==> src/rtl/fetch_stage.sv <==
// Instruction-fetch front end: PC register, IF/ID capture register and valid/ready
// delivery to decode, with redirect flush, stall hold, halt and misalignment trapping.
module fetch_stage #(
    parameter int unsigned      WIDTH    = 32,
    parameter logic [WIDTH-1:0] RESET_PC = '0
) (
    input  logic             clk,
    input  logic             rst_n,
    output logic [WIDTH-1:0] pc_out,
    input  logic [31:0]      instr_in,
    input  logic             redirect_valid,
    input  logic [WIDTH-1:0] redirect_target,
    input  logic             id_ready,
    output logic             id_valid,
    output logic [31:0]      id_instr,
    output logic [WIDTH-1:0] id_pc,
    output logic [WIDTH-1:0] id_pc_plus4,
    output logic             halted,
    output logic             misaligned,
    output logic [31:0]      fetch_count
);

    localparam logic [31:0]      NOP_INSTR  = 32'h0000_0013;
    localparam logic [31:0]      HALT_INSTR = 32'h0000_006F;
    localparam logic [WIDTH-1:0] PC_STEP    = WIDTH'(32'd4);

    logic [WIDTH-1:0] pc_r, pc_s;
    logic             id_valid_r, id_valid_s;
    logic [31:0]      id_instr_r, id_instr_s;
    logic [WIDTH-1:0] id_pc_r, id_pc_s;
    logic [WIDTH-1:0] id_pc_plus4_r, id_pc_plus4_s;
    logic             halted_r, halted_s;
    logic             misaligned_r, misaligned_s;
    logic [31:0]      fetch_count_r, fetch_count_s;

    logic             handshake_s;
    logic             stall_s;
    logic             stop_s;
    logic             target_misaligned_s;

    // Next-state selection in priority order: stop, misaligned redirect, redirect, stall, capture.
    always_comb begin
        pc_s          = pc_r;
        id_valid_s    = id_valid_r;
        id_instr_s    = id_instr_r;
        id_pc_s       = id_pc_r;
        id_pc_plus4_s = id_pc_plus4_r;
        halted_s      = halted_r;
        misaligned_s  = misaligned_r;
        fetch_count_s = fetch_count_r;

        handshake_s         = id_valid_r && id_ready;
        stall_s             = id_valid_r && !id_ready;
        stop_s              = halted_r || misaligned_r;
        target_misaligned_s = (redirect_target[1:0] != 2'b00);

        if (handshake_s) begin
            fetch_count_s = fetch_count_r + 32'd1;
        end else begin
            fetch_count_s = fetch_count_r;
        end

        if (stop_s) begin
            // A halted/trapped stage only drains the entry already in IF/ID.
            if (handshake_s) begin
                id_valid_s = 1'b0;
            end else begin
                id_valid_s = id_valid_r;
            end
        end else if (redirect_valid && target_misaligned_s) begin
            misaligned_s = 1'b1;
            id_valid_s   = 1'b0;
        end else if (redirect_valid) begin
            pc_s       = redirect_target;
            id_valid_s = 1'b0;
        end else if (stall_s) begin
            id_valid_s = id_valid_r;
        end else begin
            id_instr_s    = instr_in;
            id_pc_s       = pc_r;
            id_pc_plus4_s = pc_r + PC_STEP;
            id_valid_s    = 1'b1;
            // The self-loop parks the PC so it is captured exactly once.
            if (instr_in == HALT_INSTR) begin
                halted_s = 1'b1;
            end else begin
                pc_s = pc_r + PC_STEP;
            end
        end
    end

    // State registers with synchronous active-low reset.
    always_ff @(posedge clk) begin
        if (!rst_n) begin
            pc_r          <= RESET_PC;
            id_valid_r    <= 1'b0;
            id_instr_r    <= NOP_INSTR;
            id_pc_r       <= '0;
            id_pc_plus4_r <= '0;
            halted_r      <= 1'b0;
            misaligned_r  <= 1'b0;
            fetch_count_r <= 32'd0;
        end else begin
            pc_r          <= pc_s;
            id_valid_r    <= id_valid_s;
            id_instr_r    <= id_instr_s;
            id_pc_r       <= id_pc_s;
            id_pc_plus4_r <= id_pc_plus4_s;
            halted_r      <= halted_s;
            misaligned_r  <= misaligned_s;
            fetch_count_r <= fetch_count_s;
        end
    end

    assign pc_out      = pc_r;
    assign id_valid    = id_valid_r;
    assign id_instr    = id_instr_r;
    assign id_pc       = id_pc_r;
    assign id_pc_plus4 = id_pc_plus4_r;
    assign halted      = halted_r;
    assign misaligned  = misaligned_r;
    assign fetch_count = fetch_count_r;

endmodule

==> config.mk <==
export PLATFORM = sky130hd
export DESIGN_NAME = fetch_stage
export DESIGN_NICKNAME = d
export VERILOG_FILES = /design/src/rtl/fetch_stage.sv
export SDC_FILE = /design/constraint.sdc
export NUM_CORES = 1
export LEC_CHECK = 0
export CORE_ASPECT_RATIO = 1.2
export CORE_MARGIN = 4
export CORE_UTILIZATION = 35
export CTS_CLUSTER_SIZE = 10
export DETAILED_ROUTE_END_ITERATION = 7
export PLACE_DENSITY = 0.68
export SETUP_SLACK_MARGIN = 0.4
export SYNTH_ARGS = -nofsm -noshare
export SYNTH_HDL_FRONTEND = slang
export SYNTH_SLANG_ARGS = --single-unit
==> constraint.sdc <==
create_clock -name clk -period 5.4 [get_ports clk]
set_input_delay 0.81 -clock clk [delete_from_list [all_inputs] [get_ports clk]]
set_output_delay 0.81 -clock clk [all_outputs]
set_load 0.01 [all_outputs]
# Yosys cells after proc, flatten, opt, wreduce, memory -nomap -nowiden
# Index checks and enable logic that the tools add are counted.
# word_totals
reg_bits	163
in_bits	68
output_inout_bits	163
word_cells	38
# op_classes
n_addsub	2
eq_ne	5
muxes	8
bitwise	4
n_reduce_logical	11
# ops
cell	n
32-bit two-way mux	3
32-bit by 1-bit adder with 32-bit output, second input constant	1
32-bit by 3-bit adder with 32-bit output, second input constant	1
32-bit by 7-bit == test with 1-bit output, second input constant	1
4-bit AND reduction	2
2-bit != test, second input constant	3
1-bit two-way mux	5
5-bit AND reduction	1
4-bit by 2-bit != test with 1-bit output, second input constant	1
1-bit inverter	4
2-bit AND reduction	2
1-bit logical AND	3
2-bit nonzero test	1
1-bit logical NOT	1
1-bit logical OR	1

# Depth between registers and ports, before layout
# depth
depth_word	6
ltp_mapped	8
mapped_depth_nobuf	6

# Worst setup path before layout
# No wires, ideal clock.
# synth_timing
path_type	in2reg
from	in instr_in[24]
to	reg pc_r[21] (netlist: pc_out[21])
setup_time_ps	134
arrival_ps	2123
required_ps	5266
path_slack_ps	3143
stages	6
path_buffers	2
path_cell_list	nor4_1 -> nand4_1 -> o31ai_1 -> buf_2 -> buf_2 -> o221ai_1
# synth_between
elab_chain_cells	3
# synth_lines
element	line	source
start: declaration	10	input logic [31:0] instr_in,
32-bit by 7-bit == test with 1-bit output	84	if (instr_in == HALT_INSTR) begin
2-bit != test (no line)	n/a	
4-bit AND reduction (no line)	n/a	
end signal: assignment	104	pc_r <= pc_s;
end: declaration	27	logic [WIDTH-1:0] pc_r, pc_s;
# No other way between the ends.
# A chain may end at the register's enable or synchronous reset.

# Worst setup path in the final report
# layout_timing
from	in id_ready
to	reg fetch_count_r[31] (netlist: fetch_count[31])
# layout_between
elab_chain_cells	1
# layout_lines
element	line	source
start: declaration	13	input logic id_ready,
1-bit logical AND	52	handshake_s = id_valid_r && id_ready;
end signal: assignment	111	fetch_count_r <= fetch_count_s;
end: declaration	34	logic [31:0] fetch_count_r, fetch_count_s;
# No other way between the ends.

==> impl_metrics.env <==
export IMPL_status="complete, no violations"
export IMPL_edff_count_synth=0
export IMPL_layout_nets=1141
export IMPL_tightestPinTransition_ns=1.06
export IMPL_portBuffers=230
export IMPL_fin_worst_skew_ns=0.0137
export IMPL_dieArea_um2=22900
export IMPL_std_cell_core_area_um2=20300
export IMPL_post_synth_top_area_cell="dfxtp_1"
export IMPL_area_growth_from_synthesis_to_layout_pct=41.3
export IMPL_post_synth_adder_cell_area=0.00348
export IMPL_power_per_cell_area_nw_per_um2=291
export IMPL_overflow=0
export IMPL_maximum_number_of_pins_on_one_net_before_global_route_repair=97
export IMPL_avgRoutedWirePerCell_um=16.7
export IMPL_cts_max_path_buffers=2
export IMPL_drive_above_1_share=0.0463
export IMPL_drt_antenna_violating_nets=0
export IMPL_worst_path_max_fanout=13
export IMPL_final_worst_path_cycle_share=0.534
export IMPL_synthMuxAreaShare=0.00418
export IMPL_synth_compound_area_share=0.178
export IMPL_post_route_drc_count=0
export IMPL_cts_repair_timing_setup_buffer_count=0
export IMPL_post_dp_hpwl_um=15500
export IMPL_fin_ws_ns=2.51
export IMPL_dieHeight_um=165
export IMPL_wire_length_of_the_first_global_routing_pass_um=35300
export IMPL_dr_first_iter_drc_count=545
export IMPL_yosysUniqueCellTypes=55
export IMPL_filler_cell_count=1978
export IMPL_synth_async_reset_ratio=0
export IMPL_endpoints_failing_setup=0
export IMPL_synth_warn=0
export IMPL_synth_top_cell_area_share=0.448
export IMPL_insertion_delay_ns=0.42
export IMPL_die_width_um=139
export IMPL_antennaDiodeCount=0
export IMPL_fraction_of_the_yosys_area_taken_by_sequential_cells=0.448
export IMPL_fin_hold_ws_ns=0.452
export IMPL_cp_end_kind="flip-flop"
export IMPL_route_detailed_vias_per_inst=5.18
export IMPL_first_global_vias=6631
export IMPL_synth_top_cells_by_area="dfxtp_1 (45%), nand2_1 (9.7%), a21oi_1 (6.8%), nor2_1 (3.6%), xnor2_1 (3.3%)"
export IMPL_drv_cap=0
export IMPL_synthXorXnorAreaFrac=0.0658
export IMPL_yosys_most_used_dff="dfxtp_1"
export IMPL_cts_hold_buffers=0
export IMPL_post_cts_resized=0
export IMPL_cts_htree_levels=4
export IMPL_top_level_ports=231
export IMPL_max_slew_margin_rel=0.288
export IMPL_post_synth_instance_area_um2=7190
export IMPL_post_synthesis_instance_total=894
export IMPL_wirelength_um=22500
export IMPL_final_max_slew_viol_count=0
export IMPL_num_vias=6977
export IMPL_clock_transition_at_the_registers_of_the_reported_paths_ns=0.06
export IMPL_crit_required_ns=5.75
export IMPL_synth_fp_nets=964
export IMPL_hold_class="flip-flop to flip-flop"
export IMPL_setup_worst_path_start_class="input pin"
export IMPL_finalHoldViolations=0
export IMPL_cts_inserted_buffers=17
export IMPL_critical_path_most_common_cell="or3_1"
export IMPL_tritoncts="built"
export IMPL_number_of_antenna_violations_at_the_first_check_in_global_routing=0
export IMPL_maxClockFrequency_mhz=346
export IMPL_worstPathCellList="clkdlybuf4s50_1 > and4_1 > nand4_1 > or3_1 > or3_1 > a21oi_1"
export IMPL_dominant_combinational_cell_family_by_area_after_synthesis="simple AND/OR/NAND/NOR gates"
export IMPL_synth_simple_gate_area_share=0.249
export IMPL_postSynthAreaPerCell_um2=8.04
export IMPL_place_gp_congestion=0.789
export IMPL_clock_sink_count=161
export IMPL_setup_worst_path_class="input pin to flip-flop"
export IMPL_ir_drop_uv=207
export IMPL_finalSetupTns_ns=0
export IMPL_period_needed_ns=2.89
export IMPL_worst_path_max_delay_cell="or3_1"
export IMPL_power_leakage_nw=3.47
export IMPL_globalRouteTotalUtil=0.190
export IMPL_rsz0062_at_grt="no"
export IMPL_standard_cell_rows=57
export IMPL_post_place_ws_ns=2.11
export IMPL_floorplan_initialDensity=0.355
export IMPL_cp_data_arrival_time_ns=3.24
export IMPL_detailedRoute_firstPassIterationCount=5
export IMPL_crit_path_max_incr_delay_ns=0.57
export IMPL_clock_tree_root_cell="clkbuf_16"
export IMPL_ys_seq_elements=161
layout by cell type (no fill, tap or decap), types with 6 or more instances in the layout:
cell type        instances
a211oi_1                17
a21oi_1                 97
a31oi_1                  6
and2_1                   6
and3_1                   8
and4_1                   6
buf_4                    6
clkbuf_16               17
clkdlybuf4s50_1        228
dfxtp_1                161
inv_1                    9
nand2_1                184
nand3_1                 38
nand4_1                 20
nor2_1                  68
nor3_1                  15
nor4_1                  15
o211ai_1                 7
o21ai_0                 24
o31a_1                   7
o31ai_1                 13
or3_1                    7
xnor2_1                 27
xor2_1                  27
final timing paths:
kind         startpoint  slack, ns  depth (start not counted)               to
max            id_ready       2.51                          6  fetch_count[31]
min reg2reg   id_pc[25]       0.45                          2        id_pc[25]
min           id_pc[25]       0.45                          2        id_pc[25]
max reg2reg   pc_out[2]       2.64                          6       pc_out[24]
routing by layer:
metal	vias up	global-route usage	wire, um
met5	-	0	0
met4	0	0.0707	608
met3	41	0.0631	1620
met2	219	0.320	11000
met1	3250	0.227	9180
li1	3467	-	-
cell usage after synthesis, drive strengths merged, types with 3 or more instances:
master / count
a32oi: 4
nand3: 38
clkbuf: 57
xor2: 27
a21oi: 97
and3: 8
a211oi: 18
and4: 6
o21ai: 24
o211ai: 7
buf: 21
nand2: 185
nor4: 17
o32ai: 5
dfxtp: 161
o221ai: 3
inv: 10
and2: 7
o31a: 7
o31ai: 15
mux2i: 3
xnor2: 27
nand4: 23
or3: 7
nor2: 69
nor3: 16
a31oi: 6
critical path: cells and delay by family:
kind | cells | cell delay, ns
and+or+nand+nor | 4 | 1.74
buffers and inverters | 1 | 0.56
AOI/OAI and AO/OA | 1 | 0.13
logic make-up (layout without fill, tap and decap cells):
group | count (synthesis) | in the layout
simple gates | 383 | 383
xor+xnor | 54 | 54
compound gates | 203 | 203
fa+ha+maj | 2 | 2
buf+inv | 88 | 275
mux | 3 | 3
flops | 161 | 161
per-stage QoR:
stage,instances,instance area (um^2),util,total power [W]
final,1346,10200,0.501,0.00296
after global placement,1317,9550,0.471,0.00172
after CTS,1346,10200,0.501,0.00299
after floorplan,894,7190,-,0.00151
after global routing,1346,10200,0.501,0.00308
after detailed placement,1317,9550,0.471,0.00172
state kept, by name (all words and copies together), names as in the netlist:
name         count
id_pc           32
halted           1
misaligned       1
fetch_count     32
id_instr        32
id_pc_plus4     30
id_valid         1
pc_out          32
cell type report:
type	count	area, um^2	area share
multi-input combinational	645	3620	0.356
sequential	161	3220	0.317
timing repair buffer	236	2340	0.230
clock buffer	23	478	0.0471
tap	265	332	0.0326
clock inverter	6	130	0.0128
inverter	10	40.0	0.00394
report_power, final:
group          internal (W)  switching, W  total (W)
Sequential          0.00124     0.0000594    0.00130
Clock              0.000802      0.000464    0.00127
Combinational      0.000193      0.000196   0.000389
Note: power is estimated with default switching activity, not from simulation.
